===== src/rtl/load_store_unit.sv =====
`default_nettype none
// ============================================================================
//  Module   : load_store_unit
//  Brief    : RV32I load/store unit. Handles byte/halfword/word accesses to a
//             word-addressed data memory with combinational read data. Sub-word
//             stores use read-modify-write. Misaligned or illegal requests
//             complete with an error and never touch memory.
//  Revision : 1.0 - initial release
// ============================================================================
module load_store_unit (
   input  logic        clk,
   input  logic        reset,
   input  logic        req_valid,
   output logic        req_ready,
   input  logic        req_we,
   input  logic [2:0]  req_funct3,
   input  logic [31:0] req_addr,
   input  logic [31:0] req_wdata,
   output logic        resp_valid,
   output logic [31:0] resp_rdata,
   output logic        resp_err,
   output logic        mem_we,
   output logic [31:0] mem_addr,
   output logic [31:0] mem_wd,
   input  logic [31:0] mem_rd
);

   typedef enum logic [1:0] {
      S_IDLE   = 2'd0,
      S_ACCESS = 2'd1,
      S_MERGE  = 2'd2,
      S_RESP   = 2'd3
   } state_t;

   state_t      state_q, state_d;
   logic [31:0] addr_q,  addr_d;
   logic [31:0] wdata_q, wdata_d;
   logic [31:0] word_q,  word_d;   // load result, or old word during read-modify-write
   logic [2:0]  f3_q,    f3_d;
   logic        we_q,    we_d;
   logic        err_q,   err_d;

   logic        w_req_err;
   logic [7:0]  w_byte;
   logic [15:0] w_half;
   logic [31:0] w_load;
   logic [31:0] w_merged;

   // Classify an incoming request as illegal (bad funct3, unsigned store, misaligned)
   always_comb begin
      w_req_err = 1'b0;
      if (req_funct3 == 3'b011 || req_funct3 == 3'b110 || req_funct3 == 3'b111)
         w_req_err = 1'b1;
      if (req_we && req_funct3[2])
         w_req_err = 1'b1;
      if (req_funct3[1:0] == 2'b01 && req_addr[0])
         w_req_err = 1'b1;
      if (req_funct3[1:0] == 2'b10 && req_addr[1:0] != 2'b00)
         w_req_err = 1'b1;
   end

   // Extract and extend load data; build the merged word for sub-word stores
   always_comb begin
      w_byte = mem_rd[7:0];
      case (addr_q[1:0])
         2'd0:    w_byte = mem_rd[7:0];
         2'd1:    w_byte = mem_rd[15:8];
         2'd2:    w_byte = mem_rd[23:16];
         default: w_byte = mem_rd[31:24];
      endcase
      w_half = addr_q[1] ? mem_rd[31:16] : mem_rd[15:0];
      case (f3_q)
         3'b000:  w_load = {{24{w_byte[7]}}, w_byte};
         3'b001:  w_load = {{16{w_half[15]}}, w_half};
         3'b100:  w_load = {24'd0, w_byte};
         3'b101:  w_load = {16'd0, w_half};
         default: w_load = mem_rd;
      endcase
      w_merged = word_q;
      if (f3_q[1:0] == 2'b00) begin
         case (addr_q[1:0])
            2'd0:    w_merged[7:0]   = wdata_q[7:0];
            2'd1:    w_merged[15:8]  = wdata_q[7:0];
            2'd2:    w_merged[23:16] = wdata_q[7:0];
            default: w_merged[31:24] = wdata_q[7:0];
         endcase
      end else if (addr_q[1]) begin
         w_merged[31:16] = wdata_q[15:0];
      end else begin
         w_merged[15:0]  = wdata_q[15:0];
      end
   end

   // Next-state and output decode; writes are gated by reset so an abort never lands
   always_comb begin
      state_d    = state_q;
      addr_d     = addr_q;
      wdata_d    = wdata_q;
      word_d     = word_q;
      f3_d       = f3_q;
      we_d       = we_q;
      err_d      = err_q;
      req_ready  = 1'b0;
      resp_valid = 1'b0;
      resp_err   = 1'b0;
      resp_rdata = 32'd0;
      mem_we     = 1'b0;
      mem_addr   = 32'd0;
      mem_wd     = 32'd0;
      case (state_q)
         S_IDLE: begin
            req_ready = 1'b1;
            if (req_valid) begin
               addr_d  = req_addr;
               wdata_d = req_wdata;
               f3_d    = req_funct3;
               we_d    = req_we;
               err_d   = w_req_err;
               word_d  = 32'd0;
               state_d = w_req_err ? S_RESP : S_ACCESS;
            end
         end
         S_ACCESS: begin
            mem_addr = {addr_q[31:2], 2'b00};
            if (!we_q) begin
               word_d  = w_load;
               state_d = S_RESP;
            end else if (f3_q == 3'b010) begin
               mem_we  = ~reset;
               mem_wd  = wdata_q;
               word_d  = 32'd0;
               state_d = S_RESP;
            end else begin
               word_d  = mem_rd;
               state_d = S_MERGE;
            end
         end
         S_MERGE: begin
            mem_addr = {addr_q[31:2], 2'b00};
            mem_we   = ~reset;
            mem_wd   = w_merged;
            word_d   = 32'd0;
            state_d  = S_RESP;
         end
         default: begin
            resp_valid = 1'b1;
            resp_err   = err_q;
            resp_rdata = (err_q || we_q) ? 32'd0 : word_q;
            state_d    = S_IDLE;
         end
      endcase
   end

   // State and request registers
   always_ff @(posedge clk) begin
      if (reset) begin
         state_q <= S_IDLE;
         addr_q  <= 32'd0;
         wdata_q <= 32'd0;
         word_q  <= 32'd0;
         f3_q    <= 3'd0;
         we_q    <= 1'b0;
         err_q   <= 1'b0;
      end else begin
         state_q <= state_d;
         addr_q  <= addr_d;
         wdata_q <= wdata_d;
         word_q  <= word_d;
         f3_q    <= f3_d;
         we_q    <= we_d;
         err_q   <= err_d;
      end
   end

endmodule
`default_nettype wire


===== config.mk =====
export PLATFORM = sky130hd
export DESIGN_NAME = load_store_unit
export DESIGN_NICKNAME = d
export VERILOG_FILES = /design/src/rtl/load_store_unit.sv
export SDC_FILE = /design/constraint.sdc
export NUM_CORES = 1
export LEC_CHECK = 0
export ABC_AREA = 1
export ABC_CLOCK_PERIOD_IN_PS = 2140
export BUFFER_PORTS_ARGS = -buffer_cell sky130_fd_sc_hd__buf_2
export CAP_MARGIN = 20
export CORE_MARGIN = 3
export CORE_UTILIZATION = 52
export CTS_CLUSTER_DIAMETER = 40
export DETAILED_ROUTE_END_ITERATION = 7
export PLACE_DENSITY = 0.93
export SYNTH_ARGS = -nofsm -noshare
export SYNTH_HDL_FRONTEND = slang
export SYNTH_SLANG_ARGS = --single-unit

===== constraint.sdc =====
create_clock -name clk -period 2.14 [get_ports clk]
set_input_delay 0.107 -clock clk [delete_from_list [all_inputs] [get_ports clk]]
set_output_delay 0.107 -clock clk [all_outputs]
set_load 0.1 [all_outputs]

# Yosys cells after proc, flatten, opt, wreduce, memory -nomap -nowiden
# Index checks and enable logic that the tools add are counted.
# op_classes
n_addsub	0
mul	0
n_div	0
n_lt_le_gt_ge	0
eq_ne	14
n_shift	0
mux	35
n_bitwise	1
n_reduce_logical	17
# ops
op	n
$mux 32	9
$pmux 32 s4	1
$pmux 32 s3	1
$pmux 32 s2	1
$mux 16	3
$mux 8	4
$pmux 8 s3	1
$eq 3x3->1 const B	4
$mux 1	11
$eq 2x1->1 const B	3
$eq 2x2->1 const B	3
$eq 3x2->1 const B	2
$logic_not 2->1	3
$pmux 2 s3	1
$reduce_or 3->1	2
$mux 2	2
$reduce_and 2->1	2
$eq 3x1->1 const B	1
$logic_and 1x1->1	3
$logic_not 3->1	1
$logic_or 1x1->1	3
$reduce_bool 3->1	1
$ne 2x2->1 const B	1
$pmux 1 s2	1
3 further kinds	3
# word_totals
regBits	103
latch_bits	0
ram_bits	0
mem_bits_ro	0
wordCells	74
n_memories	0

# Logic depth before layout (Yosys ltp)
# depth
depth_word	10
mapped_depth	11
depth_no_buf	9

# Worst setup path before layout
# OpenSTA, ideal clock, no wires.
# synth_timing
path_type	register -> output
startpoint	register state_q[0]
endpoint	output resp_rdata[10]
t_arrival_ps	3759
path_slack_ps	-1726
path_stages_with_launch	5
cell_sequence	dfxtp_1 ha_1 inv_1 clkbuf_1 nor3_1
# synth_between
elab_chain_len	3
word_cells_on_any_way	5
cone_classes	eq/ne (2); mux (1); reduce/logical (2)
# synth_rtl
item	line_no	source
from (decl)	35	state_t state_q, state_d;
from (signal assigned)	165	state_q <= state_d;
$eq 2x1->1, or another cell as far along	110	case (state_q)
$reduce_or 3->1 (no line) *	--	
$mux 32 *	110	
to (decl)	20	output logic [31:0] resp_rdata,
# Every way passes the cells marked *; elsewhere a longest branch is shown, timed or not.

# Worst setup path after layout
# layout_timing
startpoint	register f3_q[0]
endpoint	output mem_wd[14]
# layout_between
elab_chain_len	4
word_cells_on_any_way	6
cone_classes	eq/ne (1); mux (4); reduce/logical (1)
# layout_rtl
item	line_no	source
from (decl)	39	logic [2:0] f3_q, f3_d;
from (signal assigned)	161	f3_q <= 3'd0;
from (signal assigned)	169	f3_q <= f3_d;
$eq 3x2->1	128	end else if (f3_q == 3'b010) begin
$mux 32	128	
$mux 32	125	if (!we_q) begin
$pmux 32 s2 *	110	
to (decl)	24	output logic [31:0] mem_wd,
# Marks and branches as above.

==> reports/qor.yml <==
status:
  status: "complete, but fails checks"
  violations: "design-rule violations, negative setup slack"
global_route:
  grt_pass1_vias: 7877
  gr-total-overflow: 0
  grt_pass1_wl_um: 39200
  grtUsageTotal: 0.341
  grt_max_degree: 58
  antenna_found_initial: 0
die:
  start_util: 0.542
  core_um2: 12200
  core.rowCount: 40
  die_y_um: 119
  die_w_um: 119
  die_area_um2: 14100
  io_pins: 203
clock_network:
  clk_pin_slew_ps: 70
  cts_buffers: 9
  cts-root-buf: "clkbuf_16"
  clk_path_buf_depth: 2
  cts_tree: "done"
  clock_latency_ps: 350
  htreeDepth: 3
  numClockSinks: 103
synth:
  synth_seq_cells: 103
  synth_area_um2: 6620
  syn_inst: 1079
  ys_types: 36
  synth_area_leaders: "dfxtp_1 31%, nand2_1 13%, a21oi_1 8.8%"
  yosys_most_used_dff: "dfxtp_1"
  synth_top_cell_by_area: "dfxtp_1"
  yosysSeqAreaShare: 0.312
  synth.top_cell.area_share: 0.312
  synth_edf_count: 0
  avgSynthCellArea_um2: 6.13
  synth_warnings: 0
  async_flop_share: 0
power_and_ir_drop:
  switchingPower_uw: 7720
  switching_share: 0.559
  vdd_drop_max_v: 0.00114
  power_frac_comb: 0.674
  power_density_nw_per_um2: 1370
  p_clk_frac: 0.118
  p_int_uw: 6090
  power.share.sequential: 0.208
  p_leak_uw: 0.00431
  finalPower_uw: 13800
min_path:
  worstHoldPathType: "in -> reg"
  worstHoldPathCells: 3
  min_to: "addr_q[7]"
  hold_path.startpoint: "req_addr[7]"
critical_path:
  endpoint_kind: "primary output"
  crit_fanout: 5
  rr_endpoint: "word_q[19]"
  crit_family: "buffers and inverters"
  critPathLaunchType: "register"
  cp_common_cell: "a21oi_2"
  crit_buf_inv: 5
  timing.rr.start: "we_q"
  critical_path_class: "reg -> out"
  crit_chain: "inv_6 > nand2_4 > clkinvlp_4 > buf_4 > clkbuf_16 > o21ai_1 > a21oi_2 > o21ai_2 > a21oi_2 > buf_12"
  cp_slowest_stage_delay_ps: 380
  required_ps: 2030
  slowest_stage: "dfxtp_4"
  worst-r2r-cell-count: 7
  worst_ep_arrival_time_ps: 2080
  rrSetupSlack_ps: 10
route:
  drc: 31
  totalWireLength_um: 28100
  ant_nets: 0
  drt_first_pass_iters: 8
  num_vias: 8993
  via_per_inst: 6.25
  drtIter0Drc: 1673
  wire_per_inst_um: 19.6
finish:
  postLayoutCoreUtil: 0.823
  nNetsFinal: 1372
  fill_cells: 687
  multi_input_area_um2: 4420
  area_delta_synth_final_pct: 52.0
  drive_gt1_frac: 0.330
  final_area_um2: 10100
  seq_area_um2: 2070
  n_antenna_cell: 0
sta:
  min_period_ps: 2190
  finalHoldViolations: 0
  setup_slack_ps: -46.3
  post-route-period-util: 1.02
  relSlewSlack: 0.430
  worst_slew_pin_slew_ps: 854
  clock_skew_ps: 13.8
  clock.fmax_mhz: 457
  finalSetupViolations: 7
  slew_violations: 0
  rsz0062_at_grt: "true"
  setup_tns_ps: -150
placement:
  portBuffers: 200
  gp_congestion: 1.02
  placed_area_um2: 9220
  post-dp-hpwl_um: 18100
flow_run:
  drv_cap: 0
-- synthesized netlist by cell type, types with 2 or more instances --
master    instances
o221ai_1         10
nand2_2          13
clkbuf_1         53
a21oi_1         116
buf_1             4
nand3_1          44
nand2_1         226
buf_6             4
o21ai_0         108
inv_2             5
o21ai_1          11
inv_1           102
o211ai_1         33
buf_2            20
a21oi_2          11
buf_4             2
nor3_2            2
ha_1              4
nor2_1          150
dfxtp_1         103
nor3_1           33
o21ai_2          11
-- per-stage QoR --
step	setup slack [ps]	instances	hold WS, ps
3_5_place_dp	87.3	1404	361
3_3_place_gp	206	1404	355
2_1_floorplan	-574	1080	274
4_1_cts	1.90	1424	3.57
5_1_grt	-118	1438	23.7
6_report	-46.3	1438	6.85
-- metal layers --
metal	wire, µm	part of all wire	GRT usage
met1	9030	0.32	0.398
met2	12700	0.45	0.575
met3	4010	0.14	0.0833
met4	2360	0.084	0.181
met5	0	0	0
-- flip-flops by register name (all words and copies together) (netlist names) --
register	flops
wdata_q	32
state_q	2
err_q	1
f3_q	3
word_q	32
we_q	1
addr_q	32
-- cells by family (layout without fill, tap and decap cells) --
family	after synthesis	count (layout)	share of synthesized area
fa+ha+maj	4	4	0.00757
other cells	1	2	0.000567
buf+inv	192	381	0.121
simple gates	475	476	0.297
flops	103	103	0.312
compound gates	304	304	0.262
-- repair_timing --
| item | in CTS | in global routing |
|---|---|---|
| setup endpoints to repair | 57 | 77 |
| setup buffers | 4 | 9 |
| hold buffers | 0 | 0 |
| cloned | 0 | 5 |
| pin swaps | 5 | 23 |
| hold endpoints to repair | 0 | 0 |
| gates resized for setup | 37 | 75 |
-- power by group through the flow --
stage                     Sequential (µW)  Combinational [µW]  Clock [µW]
final                                2880                9310        1620
after global routing                 2900                9770        1690
after floorplan                      2670                5980           0
after global placement               2770                8060           0
after detailed placement             2810                8290           0
after CTS                            2770                8430        1610
-- how the worst max path moves through the flow --
stage               startpoint          to  slack, ps  cells after the start
global route        state_q[0]  word_q[19]       -120                     10
CTS                    f3_q[1]   mem_wd[3]          2                      9
finish                 f3_q[0]  mem_wd[14]        -50                     10
floorplan           state_q[1]  mem_wd[18]       -570                      7
global placement    state_q[0]  word_q[24]        210                      8
detailed placement  state_q[0]  word_q[25]         90                      8
-- cell type report --
| type | count | share of cell area |
|---|---|---|
| clock buffer | 11 | 0.0241 |
| clock inverter | 5 | 0.00423 |
| inverter | 108 | 0.0422 |
| multi-input combinational | 786 | 0.439 |
| sequential | 103 | 0.206 |
| tap | 168 | 0.0209 |
| timing repair buffer | 256 | 0.262 |
| timing repair inverter | 1 | 0.000747 |
-- worst min-delay path, stage by stage --
cell,delay [ps]
buf_2,70
o21ai_0,70
nor2_1,70
-- layout by cell type (no fill, tap or decap), types with 13 or more instances in the layout --
cell and instances:
nand2_1 214, nor2_1 148, buf_2 111, o21ai_0 103
inv_1 98, dfxtp_1 97, a21oi_1 81, buf_12 71
buf_4 58, nand3_1 43, a21oi_2 36, nor3_4 34
o211ai_1 33, nand2_2 24, o21ai_1 14, o21ai_2 13
No activity file was read; power rests on OpenSTA's default activity.
